$ cat src/rtl/nonce_block_feeder.sv
// Sequencer that fetches header words 16..18 once, then sweeps a nonce range through a
// single-block SHA-256 core. Optional handshake watchdog: define NONCE_FEEDER_WDOG_EN.
module nonce_block_feeder #(
  parameter int NUM_NONCES  = 16,
  parameter int HDR_BASE    = 16,
  parameter int ADDR_W      = 16,
  parameter int WDOG_CYCLES = 255
) (
  input  logic              clk,
  input  logic              reset_n,
  input  logic              start,
  input  logic [31:0]       nonce_base,
  output logic [ADDR_W-1:0] mem_addr,
  input  logic [31:0]       mem_read_data,
  output logic [15:0][31:0] message,
  output logic              sha_start,
  input  logic              sha_done,
  input  logic [7:0][31:0]  sha_result,
  output logic              out_valid,
  output logic [31:0]       out_nonce,
  output logic [7:0][31:0]  out_hash,
  output logic              done,
  output logic              wdog_err
);
  localparam int CNT_W = (NUM_NONCES > 1) ? $clog2(NUM_NONCES) : 1;

  typedef enum logic [3:0] {
    S_IDLE, S_RD0, S_RD1, S_RD2, S_RD3, S_FIRE, S_WBUSY, S_WDONE, S_EMIT
  } state_t;

  state_t              state, state_nxt;
  logic [31:0]         nonce_q;
  logic [31:0]         msg_nonce_q;
  logic [CNT_W-1:0]    cnt_q;
  logic [2:0][31:0]    hdr_q;
  logic                last_nonce;
  logic                wdog_trip;

  assign last_nonce = (cnt_q == CNT_W'(NUM_NONCES - 1));

`ifdef NONCE_FEEDER_WDOG_EN
  localparam int WD_W = (WDOG_CYCLES > 1) ? $clog2(WDOG_CYCLES) : 1;
  logic [WD_W-1:0] wdog_cnt_q;
  logic            wdog_err_q;

  // Counter is zero in FIRE, so it equals the cycles elapsed since sha_start.
  assign wdog_trip = (state == S_WBUSY || state == S_WDONE) &&
                     (wdog_cnt_q == WD_W'(WDOG_CYCLES - 1));
  assign wdog_err  = wdog_err_q;

  always_ff @(posedge clk or negedge reset_n) begin
    if (!reset_n) begin
      wdog_cnt_q <= '0;
      wdog_err_q <= 1'b0;
    end else begin
      if (state_nxt == S_FIRE)
        wdog_cnt_q <= '0;
      else if (state == S_FIRE || state == S_WBUSY || state == S_WDONE)
        wdog_cnt_q <= wdog_cnt_q + 1'b1;
      if (wdog_trip)
        wdog_err_q <= 1'b1;
    end
  end
`else
  localparam int unused_wdog_cycles = WDOG_CYCLES;
  assign wdog_trip = 1'b0;
  assign wdog_err  = 1'b0;
`endif

  // NOTE: state and datapath registers use non-blocking assignment only; the
  // combinational block below uses blocking assignment only.
  always_ff @(posedge clk or negedge reset_n) begin
    if (!reset_n) state <= S_IDLE;
    else          state <= state_nxt;
  end

  // NOTE: every combinational output gets a default before the case, so no
  // path leaves a value unassigned and no latch is inferred.
  always_comb begin
    state_nxt = state;
    case (state)
      S_IDLE:  if (start) state_nxt = S_RD0;
      S_RD0:   state_nxt = S_RD1;
      S_RD1:   state_nxt = S_RD2;
      S_RD2:   state_nxt = S_RD3;
      S_RD3:   state_nxt = S_FIRE;
      S_FIRE:  state_nxt = S_WBUSY;
      S_WBUSY: begin
        if (wdog_trip)     state_nxt = S_IDLE;
        else if (!sha_done) state_nxt = S_WDONE;
      end
      S_WDONE: begin
        if (wdog_trip)     state_nxt = S_IDLE;
        else if (sha_done) state_nxt = S_EMIT;
      end
      S_EMIT:  state_nxt = last_nonce ? S_IDLE : S_FIRE;
      default: state_nxt = S_IDLE;
    endcase
  end

  assign done      = (state == S_IDLE);
  assign sha_start = (state == S_FIRE);
  assign out_valid = (state == S_EMIT);

  // NOTE: the three header words are a handful of flops, not a RAM, so they
  // take the async reset like the rest of the datapath.
  always_ff @(posedge clk or negedge reset_n) begin
    if (!reset_n) begin
      mem_addr    <= '0;
      nonce_q     <= '0;
      msg_nonce_q <= '0;
      cnt_q       <= '0;
      hdr_q       <= '0;
      out_nonce   <= '0;
      out_hash    <= '0;
    end else begin
      case (state)
        S_IDLE: if (start) begin
          nonce_q  <= nonce_base;
          cnt_q    <= '0;
          mem_addr <= ADDR_W'(HDR_BASE);
        end
        S_RD0: mem_addr <= mem_addr + 1'b1;
        S_RD1: begin
          mem_addr <= mem_addr + 1'b1;
          hdr_q[0] <= mem_read_data;
        end
        S_RD2: hdr_q[1] <= mem_read_data;
        S_RD3: begin
          hdr_q[2]    <= mem_read_data;
          msg_nonce_q <= nonce_q;
        end
        S_WDONE: if (sha_done) begin
          out_hash  <= sha_result;
          out_nonce <= nonce_q;
        end
        S_EMIT: begin
          nonce_q <= nonce_q + 32'd1;
          cnt_q   <= cnt_q + 1'b1;
          // Loading the nonce word on the way into FIRE keeps message stable FIRE to FIRE.
          if (!last_nonce) msg_nonce_q <= nonce_q + 32'd1;
        end
        default: ;
      endcase
    end
  end

  always_comb begin
    message     = '0;
    message[0]  = hdr_q[0];
    message[1]  = hdr_q[1];
    message[2]  = hdr_q[2];
    message[3]  = msg_nonce_q;
    message[4]  = 32'h8000_0000;
    message[15] = 32'd640;
  end

endmodule

$ cat config.mk
export PLATFORM = sky130hd
export DESIGN_NAME = nonce_block_feeder
export DESIGN_NICKNAME = d
export VERILOG_FILES = /design/src/rtl/nonce_block_feeder.sv
export SDC_FILE = /design/constraint.sdc
export NUM_CORES = 1
export LEC_CHECK = 0
export ABC_AREA = 1
export CORE_AREA = 4 4 438 440
export CTS_CLUSTER_DIAMETER = 100
export DETAILED_ROUTE_END_ITERATION = 12
export DIE_AREA = 0 0 442 444
export SYNTH_ARGS = -nofsm -noshare
export SYNTH_HDL_FRONTEND = slang
export SYNTH_SLANG_ARGS = --single-unit
$ cat constraint.sdc
create_clock -name clk -period 4 [get_ports clk]
set_input_delay 0.8 -clock clk [delete_from_list [all_inputs] [get_ports clk]]
set_output_delay 0.8 -clock clk [all_outputs]
set_load 0.01 [all_outputs]
==> out/qor.yml <==
power:
  p_switching_w: 0.01029
  powerDensity_nw_per_um2: 776.2
  p_sw_share_pct: 39.42
  seq_power_share_pct: 32.5
  leakagePower_nw: 15.43
  comb_power_share_pct: 41.9
  p_clk_share_pct: 25.7
  power.ir.vdd_worst_uv: 363.3
  cell_internal_pwr_w: 0.01582
timing:
  report.final.slew_viol_count: 0
  timing_worst_slew_pin_value_ps: 956.0
  min_period_ps: 3286
  grt_setup_unrepaired: "no"
  finalClockSkew_ps: 32.24
  final_min_period_over_clock_period_pct: 82.16
  finalSetupViolCount: 0
  max_clock_freq_ghz: 0.3043
  hold_viol: 0
  final.setup.tns_ps: 0
  slew_headroom_pct: 36.27
route:
  detail_route.iter0.violations: 1670
  top_layer: "met5"
  wirelength_met1_um: 46750
  detail-route-antenna-nets: 0
  met3_routed_wl_um: 13490
  met2RoutedLength_um: 66050
  via_per_inst: 3.320
  post-route-drc-count: 0
  route.final.wire_length_um: 131400
  drt_pre_antenna_iters: 5
  vias: 19640
  wire_per_inst_um: 22.22
die:
  start_util_pct: 11.66
  core_area_um2: 187600
  die-area_um2: 196200
  dieWidth_um: 442
  chipHeight_um: 444
  io_pins: 1144
  num_rows: 159
cells_and_area:
  layout.nets: 3677
  most_frequent_standard_cell_in_the_layout_excluding_fill_and_tap_cells: "sky130_fd_sc_hd__nand2_1"
  areaGrowthSynthToFinish_pct: 53.81
  postLayoutCellArea_um2: 33640
  layout-drive-gt1-share_pct: 4.996
  layout.cells.most_common_list: "1034 x sky130_fd_sc_hd__nand2_1, 757 x sky130_fd_sc_hd__clkdlybuf4s50_1, 472 x sky130_fd_sc_hd__dfrtp_1"
worst_setup_path:
  r2r_end: "msg_nonce_q[20]"
  worstPathMaxFanout: 4
  setup.worst_path.start_class: "flop"
  cp-endpoint: "sha_start"
  worst_reg2reg_path_depth: 9
  timing.reg2reg.setup_slack_ps: 1520
  critical_path.endpoint_type: "output pin"
  worst-endpoint-required_ps: 3200
  crit_type: "reg2out"
  rr_startpoint: "nonce_q[1]"
  worstPathArrival_ps: 2490
  setup.worst_path.start: "state[2]"
global_routing:
  globalRoute.totalOverflow: 0
  first_global_vias: 18670
  track_usage_pct: 12.79
  first_pass_grt_wire_length_um: 171700
  initial_antenna_violation_count: 109
  grt_start_max_net_pins: 93
synthesis:
  synth_cells: 2596
  yosys_warnings: 0
  syn_area_um2: 21870
  postSynthAreaPerCell_um2: 8.426
  synth-seq-area-share_pct: 54.00
  synth_area_leader_cell: "sky130_fd_sc_hd__dfrtp_1"
  synth_enable_flop_cells: 0
  yosys_most_used_dff: "sky130_fd_sc_hd__dfrtp_1"
  ys_types: 29
  ys_async_sr_fraction_pct: 100.0
  synthDominantCellAreaShare_pct: 54.00
  yosys_register_bits: 472
  synth.area.top_cells: "sky130_fd_sc_hd__dfrtp_1 54%, sky130_fd_sc_hd__nand2_1 18%, sky130_fd_sc_hd__buf_4 13%"
outcome:
  run_status: "completed"
placement:
  dpl_cell_area_um2: 31110
  port-buffer-count: 758
  dp.final_hpwl_um: 108200
  gp_congestion: 0.9043
cts:
  cts_post_setup_buffers_inserted: 0
  postCtsResizedCells: 0
  cts_buffers: 69
  cts-root-buf: "sky130_fd_sc_hd__clkbuf_16"
  source_to_sink_clock_delay_at_the_later_pin_of_the_worst_skew_pair_ps: 710
  cts_buffer_depth: 3
  cts_tree: "yes"
  clkTransAtPathRegs_ps: 60
  cts-hold-fix-buffers: 0
  clock_tree.htree_level_count: 3
  cts_num_sinks: 472
job:
  maxCapViolCount: 0
min_path:
  hold_class: "in2async"
## per-layer routing
metal | track usage, % | vias up
met3 | 5.541 | 254
met4 | 4.851 | 60
met1 | 13.69 | 9514
met2 | 22.22 | 944
met5 | 0 | -
li1 | - | 8863
## power by group through the flow
stage | clock (W) | sequential [W] | combinational (W)
after detailed placement | 0 | 0.00850 | 0.0112
after floorplan | 0 | 0.00909 | 0.00364
after global placement | 0 | 0.00845 | 0.0111
final | 0.00670 | 0.00848 | 0.0109
after CTS | 0.00696 | 0.00847 | 0.0113
after global routing | 0.00714 | 0.00874 | 0.0119
## layout make-up
class                      count  area (um^2)
antenna                       17        42.54
clock buffer                  88         1948
clock inverter                36        543.0
fill                       20950       154000
inverter                      95        364.1
multi-input combinational   1922         7843
sequential                   472        11810
tap                         2495         3122
timing repair buffer         790         7970
## cells in the mapped netlist (all sizes together), types with 5 or more instances
cell type / number
nand2: 1039
dfrtp: 472
buf: 424
o21ai: 181
nor2: 140
inv: 95
clkbuf: 66
a21oi: 65
nand3: 61
a22oi: 11
a31oi: 11
xor2: 9
nor3: 5
## logic make-up (layout without fill, tap and decap cells)
family | Yosys count | after routing | share of synthesized area (%)
adder cells (fa/ha/maj) | 3 | 3 | 0.1716
other | 2 | 402 | 0.03433
AO/OA/AOI/OAI | 276 | 276 | 6.618
buffers and inverters | 585 | 1009 | 16.89
flip-flops | 472 | 472 | 54.00
XOR/XNOR | 9 | 9 | 0.3604
AND/OR/NAND/NOR | 1249 | 1249 | 21.93
## critical path, stage by stage (launching register included)
cell,delay (ps)
sky130_fd_sc_hd__dfrtp_1,440
sky130_fd_sc_hd__inv_2,50
sky130_fd_sc_hd__nor2_1,290
sky130_fd_sc_hd__inv_2,70
sky130_fd_sc_hd__nor3_1,190
sky130_fd_sc_hd__clkdlybuf4s50_1,760
## metrics by stage
stage	power [W]	utilization, %	instances	hold WS, ps	worst slack [ps]
after floorplan	0.01273	-	2979	490.3	1933
after global placement	0.01958	16.58	5774	461.3	1119
after detailed placement	0.01973	16.58	5774	463.8	1120
after CTS	0.02671	17.91	5898	62.61	592.4
after global routing	0.02777	17.92	5904	88.94	502.6
final	0.02611	17.93	5915	105.0	713.6
## sequential cells by signal (all words and copies together), names as in the netlist
register and cells:
mem_addr 16, state 4, out_hash 256, nonce_q 32, message 96, out_nonce 32, cnt_q 4, msg_nonce_q 32
## worst min-delay path by stage
stage	startpoint	end	slack, ps
2_1_floorplan	cnt_q[0]	cnt_q[0]	490
3_3_place_gp	out_hash[173]	out_hash[173]	460
3_5_place_dp	out_hash[70]	out_hash[70]	460
4_1_cts	reset_n	out_hash[166]	60
5_1_grt	reset_n	message[37]	90
6_report	reset_n	message[37]	110
Power figures use the tool's default switching activity.
